## src/rtl/feedback_scorer.sv

```systemverilog
// feedback_scorer: Mastermind scorer for the code breaker. Latches both codes on a start
// edge, scores over 5 cycles, shows the result on LEDs for HOLD_CYCLES, then pulses done.
// Build option FEEDBACK_COUNT_EN: thermometer-coded count LEDs instead of per-position hints.
module feedback_scorer #(
    parameter int unsigned HOLD_CYCLES = 4
) (
    input  logic        clk,
    input  logic        reset,
    input  logic        start,
    input  logic [11:0] codemaker_code,
    input  logic [11:0] codebreaker_code,
    output logic        busy,
    output logic        done,
    output logic [2:0]  exact_cnt,
    output logic [2:0]  partial_cnt,
    output logic [3:0]  led_exact,
    output logic [3:0]  led_partial
);
    typedef enum logic [2:0] {IDLE, EXACT, PARTIAL, SHOW, DONE} state_t;

    state_t      state_q, state_d;
    logic        start_q;
    logic [11:0] secret_q, secret_d, guess_q, guess_d;
    logic [3:0]  ex_q, ex_d, used_q, used_d, pt_q, pt_d;
    logic [2:0]  exact_q, exact_d, partial_q, partial_d;
    logic [1:0]  idx_q, idx_d;
    logic [7:0]  hold_q, hold_d;
    logic        busy_q, busy_d, done_q, done_d;
    logic [3:0]  led_exact_q, led_exact_d, led_partial_q, led_partial_d;

    // Letter arrays and flag vectors share LED bit order: bit 3 is letter 0 (code bits [11:9]).
    logic [2:0]  s_let [4];
    logic [2:0]  g_let [4];
    logic [1:0]  cur;
    logic        hit;
    logic        start_edge;

    assign start_edge = start & ~start_q;
    assign cur        = ~idx_q;

`ifdef FEEDBACK_COUNT_EN
    function automatic logic [3:0] thermo(input logic [2:0] n);
        logic [4:0] t;
        t = (5'd1 << n) - 5'd1;
        return t[3:0];
    endfunction
`endif

    always_comb begin
        for (int unsigned b = 0; b < 4; b++) begin
            s_let[b] = secret_q[3*b +: 3];
            g_let[b] = guess_q[3*b +: 3];
        end
    end

    always_comb begin
        state_d   = state_q;
        secret_d  = secret_q;
        guess_d   = guess_q;
        ex_d      = ex_q;
        used_d    = used_q;
        pt_d      = pt_q;
        exact_d   = exact_q;
        partial_d = partial_q;
        idx_d     = idx_q;
        hold_d    = hold_q;
        hit       = 1'b0;

        case (state_q)
            IDLE: begin
                if (start_edge) begin
                    secret_d  = codemaker_code;
                    guess_d   = codebreaker_code;
                    exact_d   = '0;
                    partial_d = '0;
                    ex_d      = '0;
                    used_d    = '0;
                    pt_d      = '0;
                    state_d   = EXACT;
                end
            end
            EXACT: begin
                exact_d = '0;
                for (int unsigned b = 0; b < 4; b++) begin
                    ex_d[b] = (g_let[b] == s_let[b]) && (g_let[b] != 3'd0);
                    exact_d = exact_d + {2'b00, ex_d[b]};
                end
                used_d  = ex_d;
                idx_d   = '0;
                state_d = PARTIAL;
            end
            PARTIAL: begin
                // Walking bits high to low visits secret letters lowest-index first.
                if (!ex_q[cur] && g_let[cur] != 3'd0) begin
                    for (int unsigned k = 4; k > 0; k--) begin
                        if (!hit && !used_q[k-1] && s_let[k-1] == g_let[cur]) begin
                            hit           = 1'b1;
                            used_d[k-1]   = 1'b1;
                        end
                    end
                end
                if (hit) begin
                    pt_d[cur] = 1'b1;
                    partial_d = partial_q + 3'd1;
                end
                idx_d = idx_q + 2'd1;
                if (idx_q == 2'd3) begin
                    state_d = SHOW;
                    hold_d  = 8'(HOLD_CYCLES - 1);
                end
            end
            SHOW: begin
                if (hold_q == '0) state_d = DONE;
                else              hold_d  = hold_q - 8'd1;
            end
            DONE:    state_d = IDLE;
            default: state_d = IDLE;
        endcase

        busy_d = (state_d != IDLE);
        done_d = (state_d == DONE);
        if (state_d == SHOW || state_d == DONE) begin
`ifdef FEEDBACK_COUNT_EN
            led_exact_d   = thermo(exact_d);
            led_partial_d = thermo(partial_d);
`else
            led_exact_d   = ex_d;
            led_partial_d = pt_d;
`endif
        end else begin
            led_exact_d   = '0;
            led_partial_d = '0;
        end
    end

    always_ff @(posedge clk or negedge reset) begin
        if (!reset) begin
            state_q       <= IDLE;
            start_q       <= 1'b1;
            secret_q      <= '0;
            guess_q       <= '0;
            ex_q          <= '0;
            used_q        <= '0;
            pt_q          <= '0;
            exact_q       <= '0;
            partial_q     <= '0;
            idx_q         <= '0;
            hold_q        <= '0;
            busy_q        <= 1'b0;
            done_q        <= 1'b0;
            led_exact_q   <= '0;
            led_partial_q <= '0;
        end else begin
            state_q       <= state_d;
            start_q       <= start;
            secret_q      <= secret_d;
            guess_q       <= guess_d;
            ex_q          <= ex_d;
            used_q        <= used_d;
            pt_q          <= pt_d;
            exact_q       <= exact_d;
            partial_q     <= partial_d;
            idx_q         <= idx_d;
            hold_q        <= hold_d;
            busy_q        <= busy_d;
            done_q        <= done_d;
            led_exact_q   <= led_exact_d;
            led_partial_q <= led_partial_d;
        end
    end

    assign busy        = busy_q;
    assign done        = done_q;
    assign exact_cnt   = exact_q;
    assign partial_cnt = partial_q;
    assign led_exact   = led_exact_q;
    assign led_partial = led_partial_q;

endmodule

```

## config.mk

```make
export PLATFORM = sky130hd
export DESIGN_NAME = feedback_scorer
export DESIGN_NICKNAME = d
export VERILOG_FILES = /design/src/rtl/feedback_scorer.sv
export SDC_FILE = /design/constraint.sdc
export NUM_CORES = 1
export LEC_CHECK = 0
export CAP_MARGIN = 10
export CORE_UTILIZATION = 45
export CTS_CLUSTER_DIAMETER = 30
export DETAILED_ROUTE_END_ITERATION = 16
export PLACE_DENSITY = 0.67
export SLEW_MARGIN = 5
export SYNTH_ARGS = -nofsm -noshare
export SYNTH_HDL_FRONTEND = slang
export SYNTH_SLANG_ARGS = --single-unit
```

## constraint.sdc

```tcl
create_clock -name clk -period 4.5 [get_ports clk]
set_input_delay 0.9 -clock clk [delete_from_list [all_inputs] [get_ports clk]]
set_output_delay 0.9 -clock clk [all_outputs]
set_load 0.01 [all_outputs]
```

==> results.txt, run 1 <==
The nature of the critical path endpoint is a flop. The count of endpoints failing setup in the final report came out at 0. From synthesis to final layout, the design area changed by 23.55%.

The leakage power summed over all cells is between 1.5 and 2 nW. In this run the number of H-tree levels came out at 3. The buffer and inverter count on the worst path came out at 2. The final instance area came out at 3985 um^2. The first-pass GRT wire length came out at 11560 um. The number of buffers inserted for hold repair after clock tree synthesis is 0. The floorplan has 30 rows. The count of buffers added by post-CTS timing repair for setup is 0.

After detailed routing, the number of remaining DRC violations is 0. The initial antenna violation count came to 0. The final weighted congestion of routability-driven global placement came out at between 0.8 and 0.9.

The floorplan die area is ~7500 um^2. The post-synthesis instance area came out at around 3200 um^2. TritonCTS built the clock tree. The count of antenna-violating nets left after detailed routing is 0. The total of buffers placed on input and output ports is 42. For the finished layout, the period the worst path requires is 2.714 ns.

The critical path's largest stage delay is 0.78 ns. On the final layout, the worst clock skew is 0.008825 ns. The detailed router finished its first iteration with roughly 140 violations. The number of buffers added by the clock tree synthesis step is 9. The post-placement cell count is 458. In this run the standard cell core region covers 6869 um^2. The clock net sink count is 66. The slack of the worst reg-to-reg path is 1.98 ns. The final-stage net count is about 410. The total number of vias is roughly 2400. The pin count of the biggest net entering global routing is 38. The largest fanout on the critical path came out at 23. The flow ran to the end, and the final reports show no timing, DRC or antenna violations. After detailed placement, the total cell area comes to about 3700 um^2.

In the final timing run, aggregate negative setup slack is 0 ns. The final period utilization came out at 60.30%. The share of the core filled with cells is ~58%.

The detailed-placement wirelength estimate came out at 4744 um. The data arrival time of the worst path came out at 2.98 ns. The actual slew at the worst max-slew pin is approximately 0.76 ns. The max-slew violation total from the final report came to 0. The share of layout cells above drive strength 1 came out at 8.707%. The kind of cell with the highest combined delay along the critical path is simple AND/OR/NAND/NOR gates. The total wire length is approximately 6600 um.

The routed wirelength normalized by instance count came out at 13.94 um. The min-delay analysis places its worst path in the category reg2reg. No sink is reached through more buffers than the 2 on the longest clock path. Clock tree synthesis selected as its root buffer the cell clkbuf_8. The via count of the first global-routing pass is between 2000 and 2500. The number of warnings issued by yosys is 0. The count of max-cap constraint violations came out at 0. The worst-case reg-to-reg path depth is 6. Traced cell by cell, the critical path runs through clkdlybuf4s50_1, nand2b_1, or4_1, buf_8, nand2_1, o22ai_1, a22oi_1.

Clock latency on the worst-skew pair, taken at its later pin, is around 0.35 ns. STA puts the critical path data required time at approximately 4.8 ns. The clock-pin slew on the worst setup and hold paths came out at around 0.07 ns. The path type of the worst setup path is in2reg. The fraction of registers with async set or reset after synthesis came out at 100.0%. The number of I/O pins came out at 43. The first-pass iteration count of the detailed router came out at 4. Headroom to the max-slew limit came out at 49.09%. The floorplan step set the die width to slightly below 90 um.

The effective utilization at floorplan came out at a little under half. From bottom edge to top edge, the die measures about 87 um. The count of antenna diodes in the layout is 0.

The quantity of gates resized following cts came out at 0. STA classifies the critical path startpoint as an input port. The maximum clock rate came out at 368.5 MHz. Setup repair after global routing left no endpoint under its margin.

The cell area power density came out at approximately 730 nW/um^2. The master of the slowest instance on the critical path is or4_1. The depth of the critical timing path with buffers and inverters included is 7. The flip-flop cell with the highest count after synthesis is dfrtp_1.

The number of synthesized flops with an enable pin is 0. After synthesis the netlist holds a flip-flop and latch count of 66. Dividing the detail-routed via count by the number of cells gives just over 5. The average footprint of a synthesized cell is a little under 10 um^2.

The worst hold path depth is 1. The highest ir drop seen on vdd came out at 0.2763 mV. The register area share after synthesis came out at around half.

The synthesized instance count is 330. The number of hold-slack violations in the final timing report came out at 0. The total global routing overflow is 0. The number of different library cells in the post-synthesis netlist came out at 42. Counting every net in the synthesized netlist gives 367.

Global routing consumed, over all layers together, 20.45% of the routing resources. The count of non-filler cells in the finished layout came out at 475. The post-layout total power came out at 2.904 mW.
==> sequential cells by signal, summed over array words and instances (netlist names), 4 cells and up <==
| signal | flops |
|---|---|
| used_q | 4 |
| ex_q | 4 |
| hold_q | 8 |
| pt_q | 4 |
| led_exact | 4 |
| guess_q | 12 |
| secret_q | 12 |
| led_partial | 4 |
==> power by group <==
| part | switching [mW] | total [mW] | internal [mW] |
|---|---|---|---|
| registers | 0.244 | 1.06 | 0.820 |
| clock network | 0.225 | 0.624 | 0.399 |
| logic | 0.656 | 1.22 | 0.561 |
| total | 1.12 | 2.90 | 1.78 |
==> synthesized netlist by cell type (3+ instances only) <==
cell type,number,share of area [%]
nand2_1,101,12
nand3_1,6,0.93
mux2i_1,3,0.93
clkbuf_1,7,0.81
a21boi_0,3,0.70
a21oi_1,5,0.78
nand4_1,3,0.58
nor4_1,6,1.2
mux4_2,3,2.1
xor2_1,15,4.1
or3_1,3,0.58
o21ai_0,4,0.62
nor2_1,22,2.6
nor3_1,10,1.6
xnor2_1,12,3.3
and2_1,9,1.7
nand2b_1,5,0.97
ha_1,9,3.5
inv_1,9,1.0
a32o_2,4,1.4
dfrtp_1,65,50
==> placed cells by master (no fill, tap or decap), drive strengths merged, types with 6 or more instances in the layout <==
cell type,instances
nand2,102
clkbuf,12
xor2,15
ha,9
inv,9
nand3,6
dfrtp,65
nor4,6
nor3,10
xnor2,12
nor2,22
and2,9
clkdlybuf4s50,41
==> path summary, 6_finish.rpt <==
check / end / from
max: used_q[2]$_DFFE_PN0P_ / start
min: pt_q[2]$_DFF_PN0_ / pt_q[2]$_DFF_PN0_
max reg2reg: led_partial[1]$_DFF_PN0_ / idx_q[0]$_DFFE_PN0P_
min reg2reg: pt_q[2]$_DFF_PN0_ / pt_q[2]$_DFF_PN0_
max in group asynchronous: secret_q[8]$_DFFE_PN0P_ / reset
min in group asynchronous: hold_q[5]$_DFFE_PN0P_ / reset
==> metal layers <==
layer	part of all wire (%)	global-route usage [%]
met1	46	27.09
met2	47	31.89
met3	5.4	5.524
met4	2.0	8.485
met5	0	0
==> logic make-up after synthesis <==
| logic type | share of synthesized area (%) |
|---|---|
| multiplexers | 3.840 |
| flip-flops | 51.24 |
| AO/OA/AOI/OAI | 6.168 |
| AND/OR/NAND/NOR | 24.24 |
| buffers and inverters | 3.064 |
| adder cells (fa/ha/maj) | 4.112 |
| XOR/XNOR | 7.331 |
==> stage by stage <==
stage | hold WS [ns] | setup WS, ns
finish | 0.4824 | 1.786
global route | 0.5045 | 1.573
CTS | 0.4851 | 1.654
detailed placement | 0.4677 | 1.291
global placement | 0.4678 | 1.370
floorplan | 0.4520 | 2.260
==> layout make-up <==
type,instances,area (um^2)
clock buffer,12,155.1
sequential,66,1653
timing repair buffer,45,445.4
inverter,9,33.78
tap,96,120.1
fill,629,2884
clock inverter,4,97.59
multi-input combinational,243,1480
Power figures use the tool's default switching activity.
==> inputs of run 2 (changes only) <==
- PLACE_DENSITY: 0.67 -> 0.7
- clock period: 4.5 -> 2.46 ns (I/O delays scaled with it)
==> results.txt, run 2 (same netlist as run 1, synthesis figures left out) <==
The flow ran to the end, and the final reports show no timing, DRC or antenna violations. The via density per instance came to 5.061 (+0.54%). The post-layout total power is 5.079 mW (+75%). The final period utilization is between 90% and 100%. The smallest setup slack after layout came out at 0.1789 ns (-1.608 ns). For the finished layout, the period the worst path requires is between 2 and 2.5 ns.

The buffer levels on the longest clock path was 2 (unchanged). In this run the clock root is driven by a clkbuf_8. The pre-CTS setup slack came out at 0.09454 ns (-1.196 ns). TritonCTS built the clock tree. The count of fill cells added during filler insertion is 609 (-3.2%). The number of hold-slack violations in the final timing report is 0 (unchanged). The effective utilization at floorplan is 46.96% (unchanged).

The global routing usage summed across all routing layers came out at 20.43% (-0.024 points). The routed wirelength normalized by instance count came out at 13.99 um (+0.35%). The count of endpoints failing setup in the final report was 0 (unchanged).

The post-route clock skew is 0.01035 ns (+0.001521 ns). The count of buffers added by post-CTS timing repair for setup was 0 (unchanged). The clock network latency to the later pin of the worst-skew pair was 0.35 ns (about the same). STA classifies the critical path startpoint as a flop. The clock-pin slew on the worst setup and hold paths came out at 0.07 ns (about the same). The sum of negative setup slack came out at 0 ns (unchanged). The nature of the critical path endpoint is a flop. The via count of the first global-routing pass is 2299 (-2.7%). Setup repair after global routing left no endpoint under its margin. The final weighted congestion of routability-driven global placement is 0.8995 (+2.2%). The instance area after placement is 3752 um^2 (+0.94%).

The path type of the worst setup path is reg2reg. The final-stage net count came out at 413 (+0.49%). The largest fanout on the critical path is 6 (-74%). The count of antenna-violating nets left after detailed routing was 0 (unchanged). The initial antenna violation count is 0 (unchanged). The number of DRC markers in iteration 0 is 172 (+26%). The largest registers in the layout are guess_q: 12 flops, secret_q: 12 flops, hold_q: 8 flops. The maximum clock rate is 438.4 MHz. The count of antenna diodes in the layout is 0 (unchanged). The leakage power summed over all cells was 1.917 nW (-1.1%). The number of cell rows is 30 (unchanged). The share of layout cells above drive strength 1 was 8.924% (+0.22 points).

The die outline width is 86.67 um (unchanged). The library cells used most frequently in the layout, excluding fill and tap cells, are nand2_1, dfrtp_1, clkdlybuf4s50_1, nor2_1, xor2_1. The first-pass GRT wire length is 11570 um (about the same). The data arrival time of the worst path came out at 2.56 ns (-0.42 ns). The final instance area is 3938 um^2 (-1.2%). The number of buffers inserted for hold repair after clock tree synthesis is 0 (unchanged).

The first-pass iteration count of the detailed router came out at 4 (unchanged). The total wire length came out at 6673 um (+0.77%). Compared with the post-synthesis result, the final layout area differs by 22.07%. The detailed-placement wirelength estimate was 4826 um (+1.7%). The highest ir drop seen on vdd was 0.5733 mV (+110%).

The clock net sink count is 66 (unchanged). The max-slew headroom at the worst pin is 59.15% (+10 points). The total global routing overflow came out at 0 (unchanged). The path class of the tightest hold or removal check is in2async. The quantity of gates resized following cts came out at 0 (unchanged). The depth of the CTS H-tree is 3 (unchanged). The number of I/O pins was 43 (unchanged). The most common cell after layout, fill and taps aside is nand2_1. The core region area came to 6869 um^2 (unchanged). The number of buffers added by the clock tree synthesis step came out at 9 (unchanged). The total of buffers placed on input and output ports is 42 (unchanged). The cell area power density is 1290 nW/um^2 (+77%). The max-slew violation total from the final report came out at 0 (unchanged). The total number of vias is 2414 (+0.96%). The die outline height is 86.67 um (unchanged).

The required time reported for the critical path endpoint came out at 2.74 ns (-2.02 ns). The actual slew at the worst max-slew pin came out at 0.6071 ns (-0.1565 ns). The number of remaining DRC errors is 0 (unchanged). The floorplan die area is 7511 um^2 (unchanged). The count of max-cap constraint violations is 0 (unchanged). The pin count of the biggest net entering global routing is 67 (+76%).
## run 2: stage by stage
stage | hold slack, ns | util [%] | cells
after floorplan | 0.1964 | - | 330
after global placement | 0.4675 | 54.63 | 461
after detailed placement | 0.4711 | 54.63 | 461
after CTS | 0.1627 | 57.23 | 477
after global routing | 0.1892 | 57.32 | 477
final | 0.1329 | 57.32 | 477
## run 2: final timing paths
path	cells past startpoint	endpoint	start	slack, ns
worst min register to register	1	pt_q[3]$_DFF_PN0_	pt_q[3]$_DFF_PN0_	0.48
min in group clk	1	pt_q[3]$_DFF_PN0_	pt_q[3]$_DFF_PN0_	0.48
worst max register to register	6	led_partial[1]$_DFF_PN0_	idx_q[0]$_DFFE_PN0P_	0.18
worst min-delay path	2	hold_q[5]$_DFFE_PN0P_	reset	0.13
worst max-delay path	6	led_partial[1]$_DFF_PN0_	idx_q[0]$_DFFE_PN0P_	0.18
max in group asynchronous	2	start_q$_DFF_PN1_	reset	1.98
## run 2: final cells by class
class / count / area, um^2 / area share [%]
Tap cell: 96 / 120.1 / 3.051
Sequential cell: 66 / 1654 / 42.01
Clock buffer: 13 / 138.9 / 3.527
Clock inverter: 3 / 40.04 / 1.017
Multi-Input combinational cell: 243 / 1485 / 37.72
Inverter: 9 / 33.78 / 0.8580
Timing Repair Buffer: 47 / 465.4 / 11.82
## run 2: where the power goes
group | leakage, nW | total, mW | internal, mW | switching (mW)
combinational | 0.978 | 2.26 | 1.04 | 1.22
sequential | 0.847 | 1.96 | 1.50 | 0.457
clock | 0.0914 | 0.856 | 0.466 | 0.390
total | 1.92 | 5.08 | 3.01 | 2.06
## run 2: worst max-delay path: stages, from the launching register on
cell     delay (ns)
dfrtp_2        0.44
mux4_2         0.59
xor2_1         0.19
or4_4          0.53
nand4_4        0.15
a32o_2         0.20
and2_1         0.12
## run 2: layer usage
metal	GRT usage [%]	up-vias	part of all wire (%)
li1	-	1192	-
met1	28.74	1150	47
met2	30.74	59	46
met3	5.429	13	4.7
met4	6.970	0	1.9
met5	0	-	0
==> inputs of run 3 (changes only) <==
- CTS_BUF_LIST: default -> sky130_fd_sc_hd__clkbuf_4
==> results.txt, run 3 (same netlist as run 1, synthesis figures left out) <==
The flow ran to the end, and the final reports show no timing, DRC or antenna violations. The leakage power summed over all cells came out at 1.908 nW (-0.50%). Setup repair after global routing left no endpoint under its margin. The highest ir drop seen on vdd was 0.5393 mV (-5.9%). The number of buffers added by the clock tree synthesis step is 9 (unchanged). The share of layout cells above drive strength 1 is 9.974% (+1.0 points).

The count of non-filler cells in the finished layout is 477 (unchanged). The worst min-delay path class is in2async. The largest fanout on the critical path came out at 6 (unchanged). The max-slew headroom at the worst pin came to 60.00% (+0.84 points). The routed wirelength normalized by instance count is 14.10 um (+0.81%). The most heavily used metal layer in global routing is met2.

The internal power component came out at 2.897 mW (-3.9%). The die outline height came out at 86.67 um (unchanged). The post-placement cell count is 461 (unchanged). STA classifies the critical path endpoint as a flop. TritonCTS built the clock tree. The depth of the CTS H-tree is 3 (unchanged). The library cell used most frequently in the layout, excluding fill and tap cells, is nand2_1. The slack of the worst reg-to-reg path is 0.17 ns (about the same). The area used by multi-input combinational logic came to 1485 um^2 (unchanged). The met2 demand-to-capacity share in global routing is 31.24% (+0.51 points).

The count of antenna-violating nets left after detailed routing came out at 0 (unchanged). The total number of vias was 2435 (+0.87%). The initial antenna violation count is 0 (unchanged).

The met1 usage in global routing came out at 27.97% (-0.77 points). The root buffer selected by CTS is clkbuf_4. The switching fraction of total power came out at 41.51% (+0.86 points). The required time reported for the critical path endpoint came out at 2.82 ns (+0.08 ns). The cell area power density came to 1271 nW/um^2 (-1.4%). The buffer levels on the longest clock path is 2 (unchanged). The number of remaining DRC errors came out at 0 (unchanged). The core region area came to 6869 um^2 (unchanged).

The clock network latency to the later pin of the worst-skew pair is 0.42 ns (+0.07 ns). The shortest clock period the worst path allows after layout is 2.291 ns (+0.009711 ns). The global routing usage summed across all routing layers is 20.32% (-0.11 points).

The number of I/O pins came out at 43 (unchanged). The total of buffers placed on input and output ports is 42 (unchanged). The via count of the first global-routing pass came out at 2304 (+0.22%). The number of buffers inserted for hold repair after clock tree synthesis came out at 0 (unchanged). In the layout the commonest cells are nand2_1, dfrtp_1, clkdlybuf4s50_1, nor2_1, xor2_1. The critical path is of the reg2reg type. The combinational share of power was 45.8% (+1.3 points). The total wire length is 6727 um (+0.81%). The quantity of gates resized following cts is 0 (unchanged). The switching power total is 2.056 mW (-0.42%). The largest registers in the layout are guess_q: 12 flops, secret_q: 12 flops, hold_q: 8 flops. The number of cell rows is 30 (unchanged).

The clock network fraction of total power came out at 14.7% (-2.2 points). The startpoint of the most critical setup path is idx_q[0]$_DFFE_PN0P_. The area occupied by registers is 1654 um^2 (unchanged). The number of DRC markers in iteration 0 is 206 (+20%). The post-synthesis to final-layout area growth came out at 20.79%. The number of hold-slack violations in the final timing report is 0 (unchanged).

The pin count of the biggest net entering global routing is 67 (unchanged). The floorplan die area is 7511 um^2 (unchanged). The count of max-cap constraint violations came out at 0 (unchanged). The post-layout total power is 4.954 mW (-2.5%). The total global routing overflow came out at 0 (unchanged). The count of fill cells added during filler insertion came out at 607 (-0.33%). The first-pass iteration count of the detailed router came out at 4 (unchanged). The first-pass GRT wire length came out at 11520 um (-0.48%). The launch instance of the worst register-to-register path is idx_q[0]$_DFFE_PN0P_.

The die outline width is 86.67 um (unchanged). The max-slew violation total from the final report is 0 (unchanged). The count of buffers added by post-CTS timing repair for setup came out at 0 (unchanged). The maximum clock rate is 436.5 MHz (-0.42%). The via density per instance was 5.105 (+0.87%). The detailed-placement wirelength estimate was 4826 um (unchanged). The count of antenna diodes in the layout is 0 (unchanged). The post-route clock skew was 0.01517 ns (+0.004828 ns). The worst hold margin came out at 0.06373 ns (-0.06917 ns).

The clock net sink count is 66 (unchanged). STA classifies the critical path startpoint as a flop. The sum of negative setup slack came out at 0 ns (unchanged). The clock-pin slew on the worst setup and hold paths is 0.11 ns (+0.04 ns). The met3 track demand over resource in global routing came out at 3.714% (-1.7 points).

The share of the core filled with cells came to 56.72% (-0.60 points). The effective utilization at floorplan is 46.96% (unchanged). The count of endpoints failing setup in the final report is 0 (unchanged).

The final period utilization came out at 93.12% (+0.39 points). The actual slew at the worst max-slew pin is 0.5978 ns (-0.009254 ns). The final weighted congestion of routability-driven global placement is 0.8995 (unchanged). The final-stage net count is 413 (unchanged).

The data arrival time of the worst path came out at 2.65 ns (+0.09 ns). The sequential share of power came to 39.5% (+0.9 points).
## run 3: critical path, cell delays in order (launching register included)
cell,delay [ns]
dfrtp_2,0.45
mux4_2,0.59
xor2_1,0.19
or4_4,0.53
nand4_4,0.15
a32o_2,0.20
and2_1,0.12
## run 3: stage by stage
stage,worst slack [ns],instance area (um^2)
after floorplan,0.2201,3226
after detailed placement,0.09454,3752
after global routing,0.06977,3896
after global placement,0.1782,3752
after CTS,0.09201,3890
final,0.1692,3896
## run 3: cell type report
| cell class | count | area share, % |
|---|---|---|
| clock inverter | 3 | 1.028 |
| tap | 96 | 3.083 |
| timing repair buffer | 47 | 11.95 |
| multi-input combinational | 243 | 38.12 |
| sequential | 66 | 42.45 |
| clock buffer | 13 | 2.505 |
| inverter | 9 | 0.8671 |
## run 3: routing by layer
metal / wire [um] / share of wire (%)
met5: 0 / 0
met4: 160 / 2.4
met3: 279 / 4.1
met2: 3124 / 46
met1: 3163 / 47
## run 3: path summary, 6_finish.rpt
path,depth (start not counted),to
min,2,hold_q[5]$_DFFE_PN0P_
max,6,led_partial[1]$_DFF_PN0_
max reg2reg,6,led_partial[1]$_DFF_PN0_
min in group clk,1,pt_q[3]$_DFF_PN0_
max in group asynchronous,2,start_q$_DFF_PN1_
min reg2reg,1,pt_q[3]$_DFF_PN0_
## run 3: power groups by stage
stage / logic [mW] / clock network, mW / registers (mW)
2_1_floorplan: 1.77 / 0 / 1.83
3_3_place_gp: 2.19 / 0 / 1.95
3_5_place_dp: 2.26 / 0 / 1.97
4_1_cts: 2.26 / 0.742 / 1.95
5_1_grt: 2.54 / 0.791 / 2.02
6_report: 2.27 / 0.728 / 1.96
